[src/rtl/uart_pkt_rx_pkg.sv]
// Shared constants and types for the UART packet deframer.
package uart_pkt_pkg;

  localparam logic [7:0] SYNC_BYTE = 8'hA5;

  typedef enum logic [2:0] {HUNT, LEN, PAY, CHK, OUT} state_t;

  localparam logic [1:0] ERR_BADLEN  = 2'd0;
  localparam logic [1:0] ERR_CHKSUM  = 2'd1;
  localparam logic [1:0] ERR_OVERRUN = 2'd2;
  localparam logic [1:0] ERR_TIMEOUT = 2'd3;

endpackage

[src/rtl/uart_pkt_rx_if.sv]
// Byte-in / payload-out / status bundle of the packet deframer.
interface uart_pkt_rx_if;
  logic [7:0] in_data;
  logic       in_v;
  logic [7:0] out_data;
  logic       out_v;
  logic       out_last;
  logic       out_rdy;
  logic       frame_ok;
  logic       frame_err;
  logic [1:0] err_code;

  modport master (
    input  in_data, in_v, out_rdy,
    output out_data, out_v, out_last, frame_ok, frame_err, err_code
  );

  modport slave (
    output in_data, in_v, out_rdy,
    input  out_data, out_v, out_last, frame_ok, frame_err, err_code
  );
endinterface

[src/rtl/uart_pkt_buf.sv]
// Payload store: MAX_LEN x 8 registers, synchronous write, combinational read, no reset.
module uart_pkt_buf #(
  parameter int MAX_LEN = 16,
  parameter int AW      = (MAX_LEN > 1) ? $clog2(MAX_LEN) : 1
) (
  input  logic          clk,
  input  logic          wr_en,
  input  logic [AW-1:0] wr_addr,
  input  logic [7:0]    wr_data,
  input  logic [AW-1:0] rd_addr,
  output logic [7:0]    rd_data
);

  logic [7:0] mem [MAX_LEN];

  always_ff @(posedge clk) begin
    if (wr_en) mem[wr_addr] <= wr_data;
  end

  assign rd_data = mem[rd_addr];

endmodule

[src/rtl/uart_pkt_rx.sv]
// Packet deframer: SYNC(A5) LEN payload CHK -> buffered payload replayed on valid/ready.
// Optional inter-byte timeout enabled by defining UART_PKT_TIMEOUT_EN.
module uart_pkt_rx
  import uart_pkt_pkg::*;
#(
  parameter int MAX_LEN     = 16,
  parameter int TIMEOUT_CYC = 52083
) (
  input logic           clk,
  input logic           nrst,
  uart_pkt_rx_if.master bus
);

  localparam int IW = $clog2(MAX_LEN + 1);
  localparam int AW = (MAX_LEN > 1) ? $clog2(MAX_LEN) : 1;
  localparam logic [7:0] MAX_LEN_B = 8'(MAX_LEN);

  state_t          state, state_nx;
  logic [IW-1:0]   idx, idx_nx, len, len_nx, rd, rd_nx;
  logic [7:0]      sum, sum_nx;
  logic            frame_ok_q, frame_err_q, ok_nx, err_nx;
  logic [1:0]      err_code_q, code_nx;
  logic [7:0]      rd_data;
  logic            out_v, out_last, wr_en;

  assign out_v    = (state == OUT);
  assign out_last = out_v && ((rd + IW'(1)) == len);
  assign wr_en    = bus.in_v && (state == PAY);

  uart_pkt_buf #(.MAX_LEN(MAX_LEN), .AW(AW)) u_buf (
    .clk     (clk),
    .wr_en   (wr_en),
    .wr_addr (idx[AW-1:0]),
    .wr_data (bus.in_data),
    .rd_addr (rd[AW-1:0]),
    .rd_data (rd_data)
  );

`ifdef UART_PKT_TIMEOUT_EN
  localparam int TW = $clog2(TIMEOUT_CYC + 1);
  logic [TW-1:0] tmo_cnt;
  logic          in_frame;

  assign in_frame = (state == LEN) || (state == PAY) || (state == CHK);

  // Holds the number of cycles since the last strobe; 1 in the cycle after it.
  always_ff @(posedge clk or negedge nrst) begin
    if (!nrst)                         tmo_cnt <= '0;
    else if (!in_frame)                tmo_cnt <= '0;
    else if (bus.in_v)                 tmo_cnt <= TW'(1);
    else if (tmo_cnt != TW'(TIMEOUT_CYC)) tmo_cnt <= tmo_cnt + TW'(1);
  end
`endif

  always_comb begin
    state_nx = state;
    idx_nx   = idx;
    len_nx   = len;
    sum_nx   = sum;
    rd_nx    = rd;
    ok_nx    = 1'b0;
    err_nx   = 1'b0;
    code_nx  = ERR_BADLEN;
    case (state)
      HUNT: if (bus.in_v && (bus.in_data == SYNC_BYTE)) state_nx = LEN;
      LEN: if (bus.in_v) begin
        if ((bus.in_data == 8'd0) || (bus.in_data > MAX_LEN_B)) begin
          err_nx   = 1'b1;
          code_nx  = ERR_BADLEN;
          state_nx = HUNT;
        end else begin
          len_nx   = bus.in_data[IW-1:0];
          sum_nx   = bus.in_data;
          idx_nx   = '0;
          state_nx = PAY;
        end
      end
      PAY: if (bus.in_v) begin
        sum_nx = sum + bus.in_data;
        idx_nx = idx + IW'(1);
        if ((idx + IW'(1)) == len) state_nx = CHK;
      end
      CHK: if (bus.in_v) begin
        if (bus.in_data == sum) begin
          rd_nx    = '0;
          ok_nx    = 1'b1;
          state_nx = OUT;
        end else begin
          err_nx   = 1'b1;
          code_nx  = ERR_CHKSUM;
          state_nx = HUNT;
        end
      end
      OUT: begin
        // No backpressure on the byte side: anything arriving now is lost.
        if (bus.in_v) begin
          err_nx  = 1'b1;
          code_nx = ERR_OVERRUN;
        end
        if (bus.out_rdy) begin
          rd_nx = rd + IW'(1);
          if (out_last) state_nx = HUNT;
        end
      end
      default: state_nx = HUNT;
    endcase
`ifdef UART_PKT_TIMEOUT_EN
    if (in_frame && !bus.in_v && (tmo_cnt == TW'(TIMEOUT_CYC - 1))) begin
      err_nx   = 1'b1;
      code_nx  = ERR_TIMEOUT;
      ok_nx    = 1'b0;
      state_nx = HUNT;
    end
`endif
    if (err_nx) ok_nx = 1'b0;
  end

  always_ff @(posedge clk or negedge nrst) begin
    if (!nrst) begin
      state       <= HUNT;
      idx         <= '0;
      len         <= '0;
      sum         <= '0;
      rd          <= '0;
      frame_ok_q  <= 1'b0;
      frame_err_q <= 1'b0;
      err_code_q  <= ERR_BADLEN;
    end else begin
      state       <= state_nx;
      idx         <= idx_nx;
      len         <= len_nx;
      sum         <= sum_nx;
      rd          <= rd_nx;
      frame_ok_q  <= ok_nx;
      frame_err_q <= err_nx;
      err_code_q  <= code_nx;
    end
  end

  assign bus.out_v     = out_v;
  assign bus.out_last  = out_last;
  assign bus.out_data  = out_v ? rd_data : 8'h00;
  assign bus.frame_ok  = frame_ok_q;
  assign bus.frame_err = frame_err_q;
  assign bus.err_code  = err_code_q;

endmodule

[src/flat_wrapper.sv]
// flat-port wrapper written by rule: the top's interface ports become plain ports
module uart_pkt_rx_flat import uart_pkt_pkg::*;
#(
  parameter int MAX_LEN     = 16,
  parameter int TIMEOUT_CYC = 52083
)
  (clk, nrst, bus_in_data, bus_in_v, bus_out_rdy, bus_out_data, bus_out_v, bus_out_last, bus_frame_ok, bus_frame_err, bus_err_code);
  uart_pkt_rx_if bus_i ();
  input logic clk;
  input logic nrst;
  input wire logic [$bits(bus_i.in_data)-1:0] bus_in_data;
  input wire logic [$bits(bus_i.in_v)-1:0] bus_in_v;
  input wire logic [$bits(bus_i.out_rdy)-1:0] bus_out_rdy;
  output wire logic [$bits(bus_i.out_data)-1:0] bus_out_data;
  output wire logic [$bits(bus_i.out_v)-1:0] bus_out_v;
  output wire logic [$bits(bus_i.out_last)-1:0] bus_out_last;
  output wire logic [$bits(bus_i.frame_ok)-1:0] bus_frame_ok;
  output wire logic [$bits(bus_i.frame_err)-1:0] bus_frame_err;
  output wire logic [$bits(bus_i.err_code)-1:0] bus_err_code;
  assign bus_i.in_data = bus_in_data;
  assign bus_i.in_v = bus_in_v;
  assign bus_i.out_rdy = bus_out_rdy;
  assign bus_out_data = bus_i.out_data;
  assign bus_out_v = bus_i.out_v;
  assign bus_out_last = bus_i.out_last;
  assign bus_frame_ok = bus_i.frame_ok;
  assign bus_frame_err = bus_i.frame_err;
  assign bus_err_code = bus_i.err_code;
  uart_pkt_rx #(.MAX_LEN(MAX_LEN), .TIMEOUT_CYC(TIMEOUT_CYC)) u_core (.clk(clk), .nrst(nrst), .bus(bus_i));
endmodule
[config.mk]
export PLATFORM = sky130hd
export DESIGN_NAME = uart_pkt_rx_flat
export DESIGN_NICKNAME = d
export VERILOG_FILES = /design/src/rtl/uart_pkt_rx_pkg.sv /design/src/rtl/uart_pkt_rx_if.sv /design/src/rtl/uart_pkt_buf.sv /design/src/rtl/uart_pkt_rx.sv /design/src/flat_wrapper.sv
export SDC_FILE = /design/constraint.sdc
export NUM_CORES = 1
export LEC_CHECK = 0
export BUFFER_PORTS_ARGS = -buffer_cell sky130_fd_sc_hd__buf_4
export CORE_ASPECT_RATIO = 1.4
export CORE_UTILIZATION = 55
export CTS_CLUSTER_DIAMETER = 40
export DETAILED_ROUTE_END_ITERATION = 10
export GPL_TIMING_DRIVEN = 0
export PLACE_DENSITY = 0.71
export SLEW_MARGIN = 10
export SYNTH_ARGS = -nofsm -noshare
export SYNTH_HDL_FRONTEND = slang
export SYNTH_SLANG_ARGS = --single-unit
[constraint.sdc]
create_clock -name clk -period 4.8 [get_ports clk]
set_clock_uncertainty 0.2 [all_clocks]
set_input_delay 1.44 -clock clk [delete_from_list [all_inputs] [get_ports clk]]
set_output_delay 1.44 -clock clk [all_outputs]
set_load 0.01 [all_outputs]
==> results of run 1 <==
==> layer usage <==
metal	wire length (um)	vias to the layer above	GRT usage (%)	share of wire, %
met5	0	-	0	0
met4	163	0	7.297	1.1
met3	453	16	3.986	3.1
met2	7944	103	43.08	55
met1	5840	1900	28.52	41
li1	-	1693	-	-
==> final timing paths <==
kind	start	end	slack [ps]	cells after the start
worst max-delay path	u_core.rd[0]	bus_out_data[3]	540	6
worst min register to register	u_core.sum[5]	u_core.sum[5]	300	2
max in group asynchronous	nrst	u_core.sum[7]	3350	1
min in group asynchronous	nrst	u_core.bus.frame_ok	750	1
worst min-delay path	u_core.sum[5]	u_core.sum[5]	300	2
worst max register to register	u_core.state[2]	u_core.u_buf.mem[8][6]	1930	6
==> layout make-up <==
| type | instances | area [um^2] | share of cell area [%] |
|---|---|---|---|
| Tap cell | 150 | 187.7 | 2.368 |
| Timing Repair Buffer | 25 | 187.7 | 2.368 |
| Clock inverter | 13 | 148.9 | 1.879 |
| Buffer | 19 | 148.9 | 1.879 |
| Multi-Input combinational cell | 225 | 2206 | 27.83 |
| Clock buffer | 18 | 429.2 | 5.415 |
| Inverter | 6 | 22.52 | 0.2842 |
| Sequential cell | 158 | 4594 | 57.97 |
==> metrics by stage <==
step	utilization [%]	setup WS, ps	area (um^2)	hold slack, ps	power (mW)
6_report	64.37	542.9	7925	300.9	3.699
5_1_grt	64.37	465.8	7925	344.0	3.857
4_1_cts	64.37	512.6	7925	297.8	3.713
3_5_place_dp	59.67	953.2	7347	284.0	2.396
3_3_place_gp	59.51	572.6	7327	268.1	2.360
2_1_floorplan	-	1359	6952	253.4	2.194
==> cell families (layout without fill, tap and decap cells) <==
group,Yosys count,count (layout)
flip-flops,158,158
AND/OR/NAND/NOR,97,97
multiplexers,48,48
AO/OA/AOI/OAI,45,45
buffers and inverters,25,81
XOR/XNOR,22,22
adder cells (fa/ha/maj),13,13
==> synthesized netlist by cell type (all sizes together) (5+ instances only) <==
cell type  count
a21oi          8
edfxtp       128
xor2          10
clkbuf         5
buf           14
inv            6
nor2          21
o21ai         23
nand3          6
nand2         26
xnor2         12
nor3          10
ha            12
and2          12
mux4          40
nand2b         6
dfrtp         30
mux2           6
==> state kept, by name (all words and copies together) (netlist names) <==
register	cells
u_core.u_buf.mem	128
u_core.sum	8
u_core.idx	5
u_core.len	5
u_core.rd	5
u_core.state	3
u_core.bus.err_code	2
u_core.bus.frame_err	1
u_core.bus.frame_ok	1
==> power by group through the flow <==
stage                     registers, mW  logic [mW]  clock network (mW)
after global placement             1.69       0.667                   0
after detailed placement           1.70       0.696                   0
after global routing               1.68       0.776                1.40
after floorplan                    1.68       0.515                   0
after CTS                          1.67       0.699                1.34
final                              1.67       0.698                1.33
==> worst max-delay path: stages (launching register included) <==
cell and delay (ps):
dfrtp_1 380, buf_6 200, buf_12 160, mux4_1 640
mux4_2 510, and2_1 170, buf_4 140
==> flow_metrics.py, run 1 <==
metrics = {
    "run_status": {
        "outcome": "complete, no violations",
    },
    "finish": {
        "final_cell_mix": "128 x edfxtp_1, 30 x dfrtp_1, 27 x buf_4",
        "areaGrowthSynthToFinish_pct": 14.00,
        "fin_nets": 477,
        "antenna_cells": 0,
        "fin_cells": 614,
        "nFillCells": 837,
        "layout_commonest_cell": "edfxtp_1",
        "drive_gt1_share_pct": 21.34,
    },
    "global_route": {
        "grt_antenna_before_repair": 0,
        "grt_overflow": 0,
        "grt_pass1_vias": 3792,
        "grt_max_degree": 31,
        "grt_usage_pct": 23.54,
        "grt_pass1_wl_um": 21960,
    },
    "logic_synthesis": {
        "ys_seq_area_share_pct": 66.09,
        "syn-num-nets": 433,
        "synth-edff-count": 128,
        "synth_flop_cell": "edfxtp_1",
        "synthArstFlopShare_pct": 18.99,
        "synth_compound_area_share_pct": 3.816,
        "yosys_warnings": 0,
        "synth.mux.area_fraction_pct": 15.30,
        "synth.avg_cell_area_um2": 17.04,
        "netlist-cell-type-count": 44,
        "syn_area_mm2": 0.006952,
        "yosysTopAreaCellShare_pct": 55.29,
        "synthSimpleGateAreaFrac_pct": 7.109,
        "synth_cells": 408,
        "synthAdderAreaFrac_pct": 2.448,
        "synth_top_area_cell": "edfxtp_1",
        "synth_seq_cells": 158,
        "synth_area_leaders": "edfxtp_1 55%, dfrtp_1 11%, mux4_1 7.6%, mux4_2 6.5%, ha_1 2.2%",
        "synth_top_family_by_area": "multiplexers",
        "synth_xor_area_share_pct": 2.772,
    },
    "die": {
        "io_pins": 26,
        "die_w_um": 97.02,
        "rows": 48,
        "core_mm2": 0.01231,
        "initial_core_util_pct": 56.46,
        "die_h_um": 135.0,
        "die_area_mm2": 0.01310,
    },
    "clock_network": {
        "cts.sinks": 158,
        "cts_tree": "built",
        "post_cts_resized": 0,
        "cts_buffers": 17,
        "clk_latency_ps": 420,
        "clock-root-buffer": "clkbuf_16",
        "holdBufCountCts": 0,
        "cts_setup_buffers": 0,
        "clk_pin_slew_worst_paths_ps": 60,
        "cts_buffer_depth": 2,
        "cts_htree_levels": 4,
    },
    "hold_path": {
        "hold_class": "flip-flop to flip-flop",
    },
    "timing": {
        "drv_slew": 0,
        "max_slew.worst_pin.slew_ps": 818.6,
        "period_needed_ps": 4257,
        "timing.final.crit_share_pct": 88.69,
        "fmax_mhz": 234.9,
        "max-slew-margin-rel_pct": 45.22,
        "rsz0062_at_grt": "no",
        "tns_ps": 0,
        "finalHoldViolations": 0,
        "setup_viol": 0,
    },
    "power": {
        "power_leakage_nw": 2.821,
        "switching_share_pct": 26.87,
        "vdd_drop_max_v": 0.0002920,
        "pwr-share-comb_pct": 18.9,
        "p_sw_mw": 0.9941,
        "p_seq_share_pct": 45.2,
        "intPower_mw": 2.705,
        "p_clk_share_pct": 35.9,
        "p_per_area_mw_per_mm2": 466.8,
    },
    "place": {
        "dp.cells": 583,
        "hpwl_um": 9444,
        "portBuffers": 25,
        "place.gp.congestion": 0.8235,
    },
    "critical_path": {
        "critPathMaxFanout": 10,
        "worstSetupPathType": "flip-flop to output pin",
        "crit_path_start_kind": "flip-flop",
        "worstPathRequired_ps": 3160,
        "crit_path_end_kind": "output pin",
        "arrival_ps": 2620,
    },
    "run": {
        "max-cap-violations": 0,
    },
    "routing": {
        "drc_errors": 0,
        "wl_per_cell_um": 23.45,
        "drt_iter0_drc": 280,
        "viasPerCell": 6.046,
        "dr_total_vias": 3712,
        "final_antenna_net_count": 0,
        "drt_wl_total_um": 14400,
        "first_pass_iters": 4,
    },
}
No activity file was read; power rests on OpenSTA's default activity.
==> inputs of run 2 (changes only) <==
Settings changed: CTS_BUF_LIST set to sky130_fd_sc_hd__clkbuf_16, HOLD_SLACK_MARGIN set to 0.02.
==> flow_metrics.py, run 2 (synthesis gave the netlist of run 1 again) <==
metrics = {
    "finish": {
        "fin_nets": 477,
        "final_cell_mix": "128 x edfxtp_1, 30 x dfrtp_1, 27 x buf_4",
        "fin_util_pct": 64.37,
        "antenna_cells": 0,
        "largest_reg_flops": 128,
        "fin_cells": 614,
        "drive_gt1_share_pct": 21.34,
        "top_regs": "u_core.u_buf.mem x128, u_core.sum x8",
        "areaGrowthSynthToFinish_pct": 14.00,
        "layout_commonest_cell": "edfxtp_1",
        "top_register": "u_core.u_buf.mem",
    },
    "timing": {
        "period_needed_ps": 4259,
        "max-slew-margin-rel_pct": 45.04,
        "fin_ws_ps": 541.2,
        "finalHoldViolations": 0,
        "tns_ps": 0,
        "fmax_mhz": 234.8,
        "setup_viol": 0,
        "max_slew.worst_pin.slew_ps": 821.4,
        "rsz0062_at_grt": "no",
        "drv_slew": 0,
        "timing.final.crit_share_pct": 88.72,
    },
    "clock_network": {
        "cts_buffers": 17,
        "post_cts_resized": 0,
        "cts_buffer_depth": 2,
        "cts.sinks": 158,
        "clk_latency_ps": 420,
        "holdBufCountCts": 0,
        "cts_setup_buffers": 0,
        "cts_tree": "built",
        "clock-root-buffer": "clkbuf_16",
        "clk_pin_slew_worst_paths_ps": 60,
        "cts_htree_levels": 4,
    },
    "critical_path": {
        "cp_slowest_cell": "mux4_1",
        "timing.critical_path.slowest_cell_delay_ps": 640,
        "worstSetupPathType": "flip-flop to output pin",
        "critPathMaxFanout": 10,
        "ff2ff_path_depth": 6,
        "crit_path_start_kind": "flip-flop",
        "worstPathRequired_ps": 3160,
        "arrival_ps": 2620,
        "worstPathCellList": "buf_6, buf_12, mux4_1, mux4_2, and2_1, buf_4",
        "r2r_end": "u_core.u_buf.mem[8][6]",
        "path_buf_inv": 3,
        "reg2reg_from": "u_core.state[2]",
        "rrSetupSlack_ps": 1930,
        "crit_path_end_kind": "output pin",
        "critical_path.top_delay_family": "multiplexers",
    },
    "place": {
        "hpwl_um": 9444,
        "place_ws_ps": 953.2,
        "place.gp.congestion": 0.8235,
        "portBuffers": 25,
        "dp.cells": 583,
    },
    "die": {
        "rows": 48,
        "initial_core_util_pct": 56.46,
        "die_area_mm2": 0.01310,
        "die_h_um": 135.0,
        "io_pins": 26,
        "die_w_um": 97.02,
        "core_mm2": 0.01231,
    },
    "routing": {
        "final_antenna_net_count": 0,
        "drt_iter0_drc": 280,
        "viasPerCell": 6.029,
        "drt_wl_total_um": 14420,
        "dr_total_vias": 3702,
        "drc_errors": 0,
        "wl_per_cell_um": 23.48,
        "first_pass_iters": 4,
    },
    "global_route": {
        "grt_antenna_before_repair": 0,
        "grt_usage_pct": 23.54,
        "grt_max_degree": 31,
        "grt_pass1_vias": 3792,
        "grt_overflow": 0,
        "grt_pass1_wl_um": 21960,
    },
    "run": {
        "max-cap-violations": 0,
    },
    "hold_path": {
        "hold_class": "flip-flop to flip-flop",
        "min_to": "u_core.sum[5]",
        "hp-start": "u_core.sum[5]",
        "hold_depth": 2,
    },
    "power": {
        "p_per_area_mw_per_mm2": 466.6,
        "power_leakage_nw": 2.825,
        "vdd_drop_max_v": 0.0002922,
    },
    "run_status": {
        "outcome": "complete, no violations",
    },
}
[run 2: per-stage QoR]
stage | hold slack [ps] | power (mW) | cell area [um^2]
2_1_floorplan | 253.4 | 2.194 | 6952
3_3_place_gp | 268.1 | 2.360 | 7327
3_5_place_dp | 284.0 | 2.396 | 7347
4_1_cts | 297.8 | 3.711 | 7925
5_1_grt | 344.0 | 3.854 | 7925
6_report | 300.8 | 3.698 | 7925
[run 2: power breakdown]
part | switching [mW] | internal (mW)
registers | 0.0752 | 1.60
logic | 0.399 | 0.300
clock network | 0.521 | 0.805
total | 0.995 | 2.70
[run 2: final cells by class]
class,instances,area [um^2]
Buffer,19,148.9
Clock buffer,17,425.4
Clock inverter,14,152.6
Fill cell,837,4387
Inverter,6,22.52
Multi-Input combinational cell,225,2206
Sequential cell,158,4594
Tap cell,150,187.7
Timing Repair Buffer,25,187.7
[run 2: worst min-delay path, stage by stage (launching register included)]
cell and delay, ps:
dfrtp_1 350, nand2_1 50, o21ai_0 60
[run 2: layer usage]
metal	track usage, %	part of all wire (%)
met1	28.52	41
met2	43.08	55
met3	3.986	3.0
met4	7.297	1.1
met5	0	0
[run 2: worst max path at each step]
stage / startpoint / to / cells after the start
2_1_floorplan: u_core.rd[0] / bus_out_data[0] / 5
3_3_place_gp: bus_in_v / u_core.u_buf.mem[2][6] / 6
3_5_place_dp: bus_in_v / u_core.u_buf.mem[10][1] / 6
4_1_cts: u_core.rd[0] / bus_out_data[3] / 6
5_1_grt: u_core.rd[0] / bus_out_data[4] / 6
6_report: u_core.rd[0] / bus_out_data[3] / 6
==> inputs of run 3 (changes only) <==
Settings changed: ABC_AREA set to 1.
==> flow_metrics.py, run 3 <==
metrics = {
    "run_status": {
        "outcome": "complete, but fails checks",
        "violations": "design-rule violations",
    },
    "critical_path": {
        "startpoint": "u_core.rd[1]",
        "rrSetupSlack_ps": 1780,
        "ff2ff_path_depth": 6,
        "r2r_end": "u_core.u_buf.mem[3][7]",
        "endpoint": "bus_out_data[2]",
        "crit_path_end_kind": "output pin",
        "timing.critical_path.slowest_cell_delay_ps": 530,
        "worstPathCellList": "inv_1, clkbuf_1, o21ai_1, o221ai_1, nand3_1, a21oi_1, buf_4",
        "cp.depth": 7,
        "worstSetupPathType": "flip-flop to output pin",
        "arrival_ps": 2770,
        "worstPathRequired_ps": 3160,
        "path_buf_inv": 3,
        "cp_slowest_cell": "clkbuf_1",
        "critPathMaxFanout": 10,
        "reg2reg_from": "u_core.state[2]",
        "crit_path_start_kind": "flip-flop",
        "critical_path.top_delay_family": "buffers and inverters",
    },
    "clock_network": {
        "holdBufCountCts": 0,
        "clock-root-buffer": "clkbuf_16",
        "post_cts_resized": 0,
        "cts_buffer_depth": 2,
        "clk_pin_slew_worst_paths_ps": 60,
        "cts_setup_buffers": 0,
        "clk_latency_ps": 420,
        "cts_tree": "built",
        "cts.sinks": 158,
        "cts_htree_levels": 4,
        "cts_buffers": 17,
    },
    "timing": {
        "period_needed_ps": 4408,
        "max-slew-margin-rel_pct": 20.65,
        "fmax_mhz": 226.8,
        "drv_slew": 0,
        "max_slew.worst_pin.slew_ps": 1181,
        "finalHoldViolations": 0,
        "rsz0062_at_grt": "no",
        "tns_ps": 0,
        "timing.final.crit_share_pct": 91.84,
        "setup_viol": 0,
    },
    "logic_synthesis": {
        "synth_cells": 646,
        "synthArstFlopShare_pct": 18.99,
        "yosys_warnings": 0,
        "synth_seq_cells": 158,
        "synth.avg_cell_area_um2": 10.97,
        "synth_area_leaders": "edfxtp_1 54%, dfrtp_1 11%, nor2_1 5.3%, o21ai_0 4.9%, nand2_1 4.5%",
        "ys_seq_area_share_pct": 64.81,
        "netlist-cell-type-count": 37,
        "synth_commonest_cells": "128 x edfxtp_1, 100 x nor2_1, 85 x nand2_1",
        "yosysTopAreaCellShare_pct": 54.22,
        "synthMostInstantiatedCell": "edfxtp_1",
        "synth_top_area_cell": "edfxtp_1",
        "syn-num-nets": 671,
        "synth_flop_cell": "edfxtp_1",
        "synth-edff-count": 128,
        "syn_area_mm2": 0.007089,
    },
    "die": {
        "io_pins": 26,
        "rows": 48,
        "die_w_um": 97.95,
        "die_h_um": 136.3,
        "core_mm2": 0.01243,
        "die_area_mm2": 0.01335,
        "initial_core_util_pct": 57.02,
    },
    "finish": {
        "drive_gt1_share_pct": 12.11,
        "fin_area_mm2": 0.008071,
        "nFillCells": 943,
        "areaGrowthSynthToFinish_pct": 13.85,
        "top_regs": "u_core.u_buf.mem x128, u_core.sum x8",
        "multi_input_area_mm2": 0.002173,
        "antenna_cells": 0,
        "layout_commonest_cell": "edfxtp_1",
        "ff_latch_area_mm2": 0.004594,
        "top_register": "u_core.u_buf.mem",
        "final_cell_mix": "128 x edfxtp_1, 100 x nor2_1, 85 x nand2_1",
        "largest_reg_flops": 128,
        "fin_nets": 714,
    },
    "power": {
        "p_sw_mw": 0.9960,
        "p_clk_share_pct": 37.9,
        "p_seq_share_pct": 45.1,
        "vdd_drop_max_v": 0.0003079,
        "p_per_area_mw_per_mm2": 451.3,
        "intPower_mw": 2.646,
        "power_leakage_nw": 3.039,
        "switching_share_pct": 27.34,
        "pwr-share-comb_pct": 17.0,
    },
    "routing": {
        "wl_per_cell_um": 22.10,
        "drc_errors": 3,
        "first_pass_iters": 11,
        "drt_iter0_drc": 472,
        "drt_wl_total_um": 18830,
        "final_antenna_net_count": 0,
        "dr_total_vias": 5278,
        "viasPerCell": 6.195,
    },
    "global_route": {
        "grt_antenna_before_repair": 0,
        "grt_pass1_vias": 5322,
        "grt_max_degree": 31,
        "grt_overflow": 0,
        "grt_usage_pct": 29.76,
        "grt_pass1_wl_um": 28750,
    },
    "place": {
        "portBuffers": 24,
        "post_dp_cell_area_mm2": 0.007467,
        "hpwl_um": 12720,
        "place.gp.congestion": 0.8748,
    },
    "run": {
        "max-cap-violations": 0,
    },
    "hold_path": {
        "hold_depth": 2,
        "hold_class": "flip-flop to flip-flop",
    },
}
run 3: power by group through the flow:
stage,Combinational [mW],Sequential (mW),Clock [mW]
global placement,0.586,1.66,0
CTS,0.617,1.64,1.39
global route,0.699,1.65,1.43
floorplan,0.451,1.65,0
finish,0.620,1.64,1.38
detailed placement,0.612,1.67,0
run 3: logic make-up after synthesis:
group / after synthesis / synth area share, %
AND/OR/NAND/NOR: 250 / 14.93
AO/OA/AOI/OAI: 148 / 12.44
flip-flops: 158 / 64.81
adder cells (fa/ha/maj): 13 / 2.400
XOR/XNOR: 6 / 0.7414
buffers and inverters: 71 / 4.677
run 3: routing by layer:
metal / vias up / track usage [%] / share of wire, %
li1: 2406 / - / -
met1: 2553 / 33.79 / 36
met2: 254 / 51.80 / 51
met3: 65 / 4.267 / 6.5
met4: 0 / 20.88 / 5.8
met5: - / 0 / 0
run 3: cell type report:
type	instances	area share, %
Inverter	39	1.814
Timing Repair Buffer	24	2.232
Tap cell	150	2.325
Multi-Input combinational cell	417	26.93
Buffer	32	2.294
Sequential cell	158	56.92
Clock buffer	17	5.271
Clock inverter	15	2.217
run 3: worst reg2reg max path, stage by stage, from the launching register on:
cell and delay, ps:
dfrtp_1 440, nor2_1 180, nand2_1 100, nor2_2 280, inv_2 160, clkbuf_1 300
nor3_1 970
run 3: per-stage QoR:
| stage | std cells | util, % | setup slack, ps | hold slack, ps | power, mW |
|---|---|---|---|---|---|
| 3_5_place_dp | 820 | 60.06 | 691.7 | 306.8 | 2.278 |
| 4_1_cts | 852 | 64.93 | 456.3 | 322.2 | 3.642 |
| 6_report | 852 | 64.93 | 391.7 | 325.7 | 3.642 |
| 5_1_grt | 852 | 64.93 | 311.8 | 349.6 | 3.781 |
| 2_1_floorplan | 646 | - | 1439 | 272.7 | 2.097 |
| 3_3_place_gp | 820 | 59.98 | 574.2 | 292.6 | 2.248 |
run 3: how the worst min path moves through the flow:
stage | start | end | slack [ps]
after detailed placement | u_core.sum[0] | u_core.sum[0] | 310
after global placement | u_core.sum[2] | u_core.sum[2] | 290
after floorplan | u_core.sum[6] | u_core.sum[6] | 270
after global routing | u_core.sum[0] | u_core.sum[0] | 350
after CTS | u_core.sum[0] | u_core.sum[0] | 320
final | u_core.sum[4] | u_core.sum[4] | 330
